$ cat src/rtl/mips_cpu_muldiv_hilo.sv
// HI/LO register owner for the MIPS execute stage: multi-cycle shift-add multiply,
// restoring divide, and MTHI/MTLO writes, with a busy/done handshake for MFHI/MFLO stalls.
module mips_cpu_muldiv_hilo #(
   parameter int WIDTH    = 32,
   parameter int FAST_MUL = 0
) (
   input  logic             clk,
   input  logic             reset,
   input  logic             start,
   input  logic [2:0]       op,
   input  logic [WIDTH-1:0] operand_a,
   input  logic [WIDTH-1:0] operand_b,
   output logic             busy,
   output logic             done,
   output logic             div_by_zero,
   output logic [WIDTH-1:0] hi_reg,
   output logic [WIDTH-1:0] lo_reg
);

   localparam int CW = $clog2(WIDTH);
   localparam logic [CW-1:0] LAST_ITER = CW'(WIDTH - 1);

   localparam logic [1:0] S_IDLE = 2'd0;
   localparam logic [1:0] S_RUN  = 2'd1;
   localparam logic [1:0] S_FIX  = 2'd2;

   localparam logic [2:0] OP_MULT  = 3'd0;
   localparam logic [2:0] OP_MULTU = 3'd1;
   localparam logic [2:0] OP_DIV   = 3'd2;
   localparam logic [2:0] OP_DIVU  = 3'd3;
   localparam logic [2:0] OP_MTHI  = 3'd4;
   localparam logic [2:0] OP_MTLO  = 3'd5;

   logic [1:0]         state_r;
   logic [CW-1:0]      cnt_r;
   logic [2*WIDTH-1:0] acc_r;
   logic [WIDTH-1:0]   opnd_r;
   logic               is_div_r;
   logic               neg_q_r;
   logic               neg_r_r;
   logic               dbz_r;
   logic               busy_r;
   logic               done_r;
   logic               dbz_pulse_r;
   logic [WIDTH-1:0]   hi_r;
   logic [WIDTH-1:0]   lo_r;

   logic               op_signed_s;
   logic               a_neg_s;
   logic               b_neg_s;
   logic [WIDTH-1:0]   abs_a_s;
   logic [WIDTH-1:0]   abs_b_s;
   logic [WIDTH:0]     mul_sum_s;
   logic [2*WIDTH-1:0] mul_next_s;
   logic [WIDTH:0]     div_diff_s;
   logic [2*WIDTH-1:0] div_next_s;
   logic [2*WIDTH-1:0] prod_fix_s;
   logic [WIDTH-1:0]   quo_fix_s;
   logic [WIDTH-1:0]   rem_fix_s;
   logic [2*WIDTH-1:0] fast_mag_s;
   logic [2*WIDTH-1:0] fast_prod_s;

   function automatic logic [WIDTH-1:0] neg_w(input logic [WIDTH-1:0] v);
      return {WIDTH{1'b0}} - v;
   endfunction

   function automatic logic [2*WIDTH-1:0] neg_2w(input logic [2*WIDTH-1:0] v);
      return {(2*WIDTH){1'b0}} - v;
   endfunction

   // Operand magnitudes, one iteration step for each datapath, and sign-corrected results
   always_comb begin
      op_signed_s = (op == OP_MULT) || (op == OP_DIV);
      a_neg_s     = op_signed_s & operand_a[WIDTH-1];
      b_neg_s     = op_signed_s & operand_b[WIDTH-1];
      // The most negative value maps onto its unsigned magnitude 2^(WIDTH-1)
      abs_a_s     = a_neg_s ? neg_w(operand_a) : operand_a;
      abs_b_s     = b_neg_s ? neg_w(operand_b) : operand_b;

      mul_sum_s   = {1'b0, acc_r[2*WIDTH-1:WIDTH]} +
                    (acc_r[0] ? {1'b0, opnd_r} : {(WIDTH+1){1'b0}});
      mul_next_s  = {mul_sum_s, acc_r[WIDTH-1:1]};

      // Trial subtract of the divisor from the left-shifted partial remainder
      div_diff_s  = acc_r[2*WIDTH-1:WIDTH-1] - {1'b0, opnd_r};
      div_next_s  = div_diff_s[WIDTH] ? {acc_r[2*WIDTH-2:0], 1'b0}
                                      : {div_diff_s[WIDTH-1:0], acc_r[WIDTH-2:0], 1'b1};

      prod_fix_s  = neg_q_r ? neg_2w(acc_r) : acc_r;
      quo_fix_s   = neg_q_r ? neg_w(acc_r[WIDTH-1:0]) : acc_r[WIDTH-1:0];
      rem_fix_s   = neg_r_r ? neg_w(acc_r[2*WIDTH-1:WIDTH]) : acc_r[2*WIDTH-1:WIDTH];

      fast_mag_s  = {{WIDTH{1'b0}}, abs_a_s} * {{WIDTH{1'b0}}, abs_b_s};
      fast_prod_s = (a_neg_s ^ b_neg_s) ? neg_2w(fast_mag_s) : fast_mag_s;
   end

   // Control FSM, iteration datapath and the architectural HI/LO registers
   always_ff @(posedge clk or negedge reset) begin
      if (!reset) begin
         state_r     <= S_IDLE;
         cnt_r       <= {CW{1'b0}};
         acc_r       <= {(2*WIDTH){1'b0}};
         opnd_r      <= {WIDTH{1'b0}};
         is_div_r    <= 1'b0;
         neg_q_r     <= 1'b0;
         neg_r_r     <= 1'b0;
         dbz_r       <= 1'b0;
         busy_r      <= 1'b0;
         done_r      <= 1'b0;
         dbz_pulse_r <= 1'b0;
         hi_r        <= {WIDTH{1'b0}};
         lo_r        <= {WIDTH{1'b0}};
      end else begin
         done_r      <= 1'b0;
         dbz_pulse_r <= 1'b0;
         case (state_r)
            S_IDLE: begin
               if (start) begin
                  case (op)
                     OP_MTHI: hi_r <= operand_a;
                     OP_MTLO: lo_r <= operand_a;
                     OP_MULT, OP_MULTU: begin
                        if (FAST_MUL != 0) begin
                           {hi_r, lo_r} <= fast_prod_s;
                           done_r       <= 1'b1;
                        end else begin
                           // Multiplier sits in the low half and is consumed LSB first
                           acc_r    <= {{WIDTH{1'b0}}, abs_b_s};
                           opnd_r   <= abs_a_s;
                           is_div_r <= 1'b0;
                           neg_q_r  <= a_neg_s ^ b_neg_s;
                           neg_r_r  <= 1'b0;
                           dbz_r    <= 1'b0;
                           cnt_r    <= {CW{1'b0}};
                           busy_r   <= 1'b1;
                           state_r  <= S_RUN;
                        end
                     end
                     OP_DIV, OP_DIVU: begin
                        acc_r    <= {{WIDTH{1'b0}}, abs_a_s};
                        opnd_r   <= abs_b_s;
                        is_div_r <= 1'b1;
                        neg_q_r  <= a_neg_s ^ b_neg_s;
                        neg_r_r  <= a_neg_s;
                        cnt_r    <= {CW{1'b0}};
                        busy_r   <= 1'b1;
                        if (operand_b == {WIDTH{1'b0}}) begin
                           dbz_r   <= 1'b1;
                           state_r <= S_FIX;
                        end else begin
                           dbz_r   <= 1'b0;
                           state_r <= S_RUN;
                        end
                     end
                     default: state_r <= S_IDLE;
                  endcase
               end
            end
            S_RUN: begin
               acc_r <= is_div_r ? div_next_s : mul_next_s;
               cnt_r <= cnt_r + {{(CW-1){1'b0}}, 1'b1};
               if (cnt_r == LAST_ITER) begin
                  state_r <= S_FIX;
               end
            end
            S_FIX: begin
               if (!dbz_r) begin
                  if (is_div_r) begin
                     hi_r <= rem_fix_s;
                     lo_r <= quo_fix_s;
                  end else begin
                     {hi_r, lo_r} <= prod_fix_s;
                  end
               end
               done_r      <= 1'b1;
               dbz_pulse_r <= dbz_r;
               busy_r      <= 1'b0;
               state_r     <= S_IDLE;
            end
            default: begin
               busy_r  <= 1'b0;
               state_r <= S_IDLE;
            end
         endcase
      end
   end

   assign busy        = busy_r;
   assign done        = done_r;
   assign div_by_zero = dbz_pulse_r;
   assign hi_reg      = hi_r;
   assign lo_reg      = lo_r;

endmodule

$ cat config.mk
export PLATFORM = sky130hd
export DESIGN_NAME = mips_cpu_muldiv_hilo
export DESIGN_NICKNAME = d
export VERILOG_FILES = /design/src/rtl/mips_cpu_muldiv_hilo.sv
export SDC_FILE = /design/constraint.sdc
export NUM_CORES = 1
export LEC_CHECK = 0
export CORE_MARGIN = 3
export CORE_UTILIZATION = 45
export CTS_CLUSTER_SIZE = 12
export DETAILED_ROUTE_END_ITERATION = 16
export PLACE_DENSITY = 0.67
export SYNTH_ARGS = -nofsm -noshare
export SYNTH_HDL_FRONTEND = slang
export SYNTH_SLANG_ARGS = --single-unit
export TNS_END_PERCENT = 20
$ cat constraint.sdc
create_clock -name clk -period 3 [get_ports clk]
set_input_delay 0.6 -clock clk [delete_from_list [all_inputs] [get_ports clk]]
set_output_delay 0.6 -clock clk [all_outputs]
set_load 0.02 [all_outputs]
* Word-level counts from Yosys, hierarchy flattened *
Cells that the tools add are included.

cells by class
  $add $sub $neg = 8
  equal/unequal tests = 16
  muxes and demuxes = 39
  bitwise operators = 4
  reduce and logical (&&, ||, !) cells = 19

operator list
  kind                                                 number
  2-to-1 mux 32 bit                                    13
  2-to-1 mux 64 bit                                    4
  one-hot mux 64 bit (2 select lines)                  2
  one-hot mux 32 bit (2 select lines)                  3
  subtractor 1 x 32 -> 32 bit, first input constant    4
  subtractor 1 x 64 -> 64 bit, first input constant    1
  adder 32 x 32 -> 33 bit                              1
  subtractor 33 x 32 -> 33 bit                         1
  logical NOT 32 bit                                   1
  AND reduction 3 bit                                  6
  2-to-1 mux 5 bit                                     2
  inequality test 2 bit, second input constant         5
  one-hot mux 5 bit (2 select lines)                   1
  one-hot mux 1 bit (2 select lines)                   4
  AND reduction 4 bit                                  2
  equality test 3 x 2 -> 1 bit, second input constant  2
  equality test 3 bit, second input constant           2
  2-to-1 mux 2 bit                                     3
  one-hot mux 2 bit (3 select lines)                   1
  nonzero test 2 bit                                   3
  OR reduction 2 bit                                   3
  adder 5 x 1 -> 5 bit, second input constant          1
  equality test 5 bit, second input constant           1
  2-to-1 mux 1 bit                                     5
  13 further kinds                                     15

storage, ports and cells
  register bits = 174
  input bits = 70
  output and inout port bits = 67
  logic and storage cells = 99

* Depth between registers and ports, before layout *
Gate-level depths: netlist (run 1).

  depth in word-level cells = 7
  depth in mapped cells = 16

* Least setup slack after synthesis (run 1) *
No wires, ideal clock.

  path kind = register to register
  start point = register acc_r[0]
  end point = register acc_r[57]
  library setup time = 0.122 ns
  data arrival time = 3.170 ns
  setup slack = -0.292 ns
  stages on the path, launching flop included = 16
  period minus slack after synthesis = 3.292 ns
  cells stage by stage = dfrtp_1 > clkbuf_1 > inv_1 > clkbuf_1 > nor2_1 > ha_1 > a21oi_1 > nor2_1 > a2111oi_0 > a21oi_1 > a41o_1 > a21oi_1 > nand3b_1 > a21oi_1 > a311o_1 > a32o_1

on the way
  cells in the longest elaborated chain, start to end = 4

RTL lines
  element                              RTL line  source
  start, declared                      36        logic [2*WIDTH-1:0] acc_r;
  start signal, assigned               102       acc_r <= {(2*WIDTH){1'b0}};
  start signal, assigned               128       acc_r <= {{WIDTH{1'b0}}, abs_b_s};
  start signal, assigned               140       acc_r <= {{WIDTH{1'b0}}, abs_a_s};
  2-to-1 mux 32 bit                    81        (acc_r[0] ? {1'b0, opnd_r} : {(WIDTH+1){1'b0}});
  adder 32 x 32 -> 33 bit              80        mul_sum_s = {1'b0, acc_r[2*WIDTH-1:WIDTH]} +
  2-to-1 mux 64 bit                    160       acc_r <= is_div_r ? div_next_s : mul_next_s;
  one-hot mux 64 bit (2 select lines)  116       case (state_r)

No other way between the ends.
A chain may end at the register's enable or synchronous reset.

* Worst setup path in the final report (run 1) *
Ends and elaborated chain as after synthesis.

==> results.cfg, run 1 <==
[layout]
layout.nets = 2527
drive_gt1_share_pct = 23.4
syn_to_final_growth_pct = 38.3
diodes = 0
nFillCells = 2872
stdcell_count = 2838
top_register = acc_r
largest_reg_flops = 64

[floorplanning]
core_area_um2 = 32800
dieWidth_um = 189
die_area_um2 = 35700
die_y_um = 189
rows = 66
io_pins = 137
initial_core_util_pct = 45.9

[timing]
finalCriticalPeriod_ns = 3.15
rsz0062_at_grt = true
tightestPinTransition_ns = 0.979
setup_violations = 31
tns_ns = -1.98
period_share_pct = 105
fin_skew_ns = 0.0109
fin_ws_ns = -0.150
maxSlewViolCount = 0
finalHoldViolations = 0
max_freq_mhz = 317
max-slew-margin-rel_pct = 34.3

[logic_synthesis]
post-synth-top-count-cell = nor2_1
seq_area_frac_synth_pct = 28.9
synth_flop_cell = dfrtp_1
ys_types = 72
syn_area_um2 = 15100
netlist_top_cells_area = dfrtp_1 29%, nor2_1 6.1%, o21ai_0 6.0%
synth_area_leader_cell = dfrtp_1
syn-num-nets = 2118
synth-warning-count = 0
synth_edf_count = 0
synthTopCellsByCount = 244 x nor2_1, 240 x nand2_1, 181 x o21ai_0, 174 x dfrtp_1, 170 x a21oi_1
netlist_instances = 1976
postSynthAreaPerCell_um2 = 7.62
ys_ff_latch = 174
ys_async_sr_fraction_pct = 100
synth_top_area_share_pct = 28.9

[global_route]
grt_pass1_vias = 16000
grtUsageTotal_pct = 32.5
grt_pass1_wl_mm = 91.0
grt_max_degree = 88
grt-ovfl-total = 0
antenna_found_initial = 0

[drt]
drtAntennaViolNets = 0
drt-initial-drc-count = 1576
avgRoutedWirePerCell_um = 21.2
first_pass_iters = 6
drc = 0
vias = 16900
routed_via_density = 5.96
wl_mm = 60.1

[critical_path]
slowest_delay_ns = 0.39
start_kind = flop
cp.arrival_ns = 3.49
worstReg2RegStart = acc_r[0]$_DFFE_PN0P_
cp_slowest_cell = dfrtp_1
reg2reg_slack_ns = -0.15
path_buf_inv = 3
crit_family = compound AO/OA/AOI/OAI gates
crit_required_ns = 3.34
rr_worst_depth = 15
crit_type = flop to flop
cp_num_cells = 15
endpoint_kind = flop
crit_chain = buf_6, clkinv_8, buf_12, nor2_1, ha_1, nand2_1, o21ai_2, a2111oi_4, a21oi_4, a41o_1, a21oi_2, nand3b_1, a21oi_1, a311o_1, a32o_2
r2r_end = acc_r[57]$_DFFE_PN0P_
critPathMaxFanout = 9

[clock_network]
insertion_delay_ns = 0.46
cts.path.max_buffers = 2
root_buffer = clkbuf_16
h-tree-depth = 4
clk_pin_slew_ns = 0.07
cts_tree = done
cts.sink_count = 174
cts_buffers = 17

[placement]
routabilityCongestion = 0.968
numPortBuffers = 136
dp_hpwl_mm = 46.8
dp_cells = 2783
place_ws_ns = -0.486

[power_and_ir_drop]
powerDensity_nw_per_um2 = 1260
peakVddDrop_mv = 0.794
leakage_nw = 9.15

[job]
maxCapViolCount = 0

[status]
status = finished with violations
violations = setup timing

[hold_path]
hold_path.class = input port to async pin
layout by cell type (no fill, tap or decap), drive strengths merged, types with 10 or more instances in the layout:
cell type        n
inv             63
a31oi           29
clkbuf          23
o31ai           46
a21o            34
a21oi          170
o21ai          184
ha              70
and3            10
o21bai          10
a22oi           26
nand2          240
nor4            23
a211oi          18
nand2b          25
mux2i           50
nor2           244
and2            15
nor2b           14
xnor2          100
nand3           35
buf            377
dfrtp          174
o41ai           12
or3             11
or4             12
o211ai          15
nor3            30
xor2            75
clkdlybuf4s50  135
layer usage:
layer,track usage [%],wire [µm]
met5,0,0
met4,14.3,2880
met3,5.96,5590
met2,50.3,26400
met1,44.6,25200
through the flow:
step | power (mW) | instance area (µm²) | util (%) | hold WS, ns
floorplan | 14.6 | 15100 | - | 0.304
global placement | 21.2 | 19400 | 59.0 | 0.461
detailed placement | 21.4 | 19400 | 59.0 | 0.465
CTS | 24.8 | 20300 | 62.0 | 0.209
global route | 28.0 | 20800 | 63.6 | 0.238
finish | 26.3 | 20800 | 63.6 | 0.170
power breakdown:
part | leakage [nW] | internal, mW | switching, mW | total, mW
sequential | 2.08 | 3.35 | 0.780 | 4.13
clock | 0.268 | 1.30 | 1.03 | 2.33
combinational | 6.81 | 9.11 | 10.7 | 19.8
final cells by class:
cell class	instances	area (µm²)	share of cell area (%)
timing repair buffer	515	4460	21.4
clock buffer	20	437	2.10
inverter	65	256	1.23
multi-input combinational	1612	10600	51.0
clock inverter	10	143	0.685
tap	442	553	2.65
sequential	174	4360	20.9
worst register-to-register path, cell delays in order (launching register included):
cell	delay, ns
dfrtp_1	0.39
buf_6	0.14
clkinv_8	0.08
buf_12	0.15
nor2_1	0.10
ha_1	0.29
nand2_1	0.13
o21ai_2	0.08
a2111oi_4	0.33
a21oi_4	0.11
a41o_1	0.22
a21oi_2	0.17
nand3b_1	0.14
a21oi_1	0.08
a311o_1	0.36
a32o_2	0.27
worst max path at each step:
stage / startpoint / to / slack [ns]
floorplan: acc_r[0]$_DFFE_PN0P_ / acc_r[57]$_DFFE_PN0P_ / -0.02
global placement: operand_a[0] / opnd_r[26]$_DFFE_PN0P_ / -0.47
detailed placement: operand_a[0] / acc_r[26]$_DFFE_PN0P_ / -0.49
CTS: opnd_r[0]$_DFFE_PN0P_ / acc_r[57]$_DFFE_PN0P_ / -0.11
global route: acc_r[0]$_DFFE_PN0P_ / acc_r[57]$_DFFE_PN0P_ / -0.31
finish: acc_r[0]$_DFFE_PN0P_ / acc_r[57]$_DFFE_PN0P_ / -0.15
cells by family (layout without fill, tap and decap cells):
logic type / after synthesis / after routing / share of synthesized area (%)
buffers and inverters: 190 / 610 / 4.82
XOR/XNOR: 175 / 175 / 10.2
adder cells (fa/ha/maj): 72 / 72 / 6.08
AND/OR/NAND/NOR: 689 / 689 / 20.6
AO/OA/AOI/OAI: 617 / 617 / 25.4
flip-flops: 174 / 174 / 28.9
multiplexers: 59 / 59 / 4.00
what timing repair did:
action	in CTS	in global routing
pin swaps	33	54
buffers inserted	7	15
hold buffers	0	0
gates resized for setup	96	88
endpoints found under the setup margin	49	71
cloned	1	4
Note: power is estimated with default switching activity, not from simulation.
==> run 2: changes to the inputs <==
--- a/config.mk
+++ b/config.mk
@@ -5,6 +5,7 @@
 export SDC_FILE = /design/constraint.sdc
 export NUM_CORES = 1
 export LEC_CHECK = 0
+export CAP_MARGIN = 5
 export CORE_MARGIN = 3
 export CORE_UTILIZATION = 45
 export CTS_CLUSTER_SIZE = 12
==> results of run 2 <==
No change in the layout: final DEF, timing and power equal those of run 1.
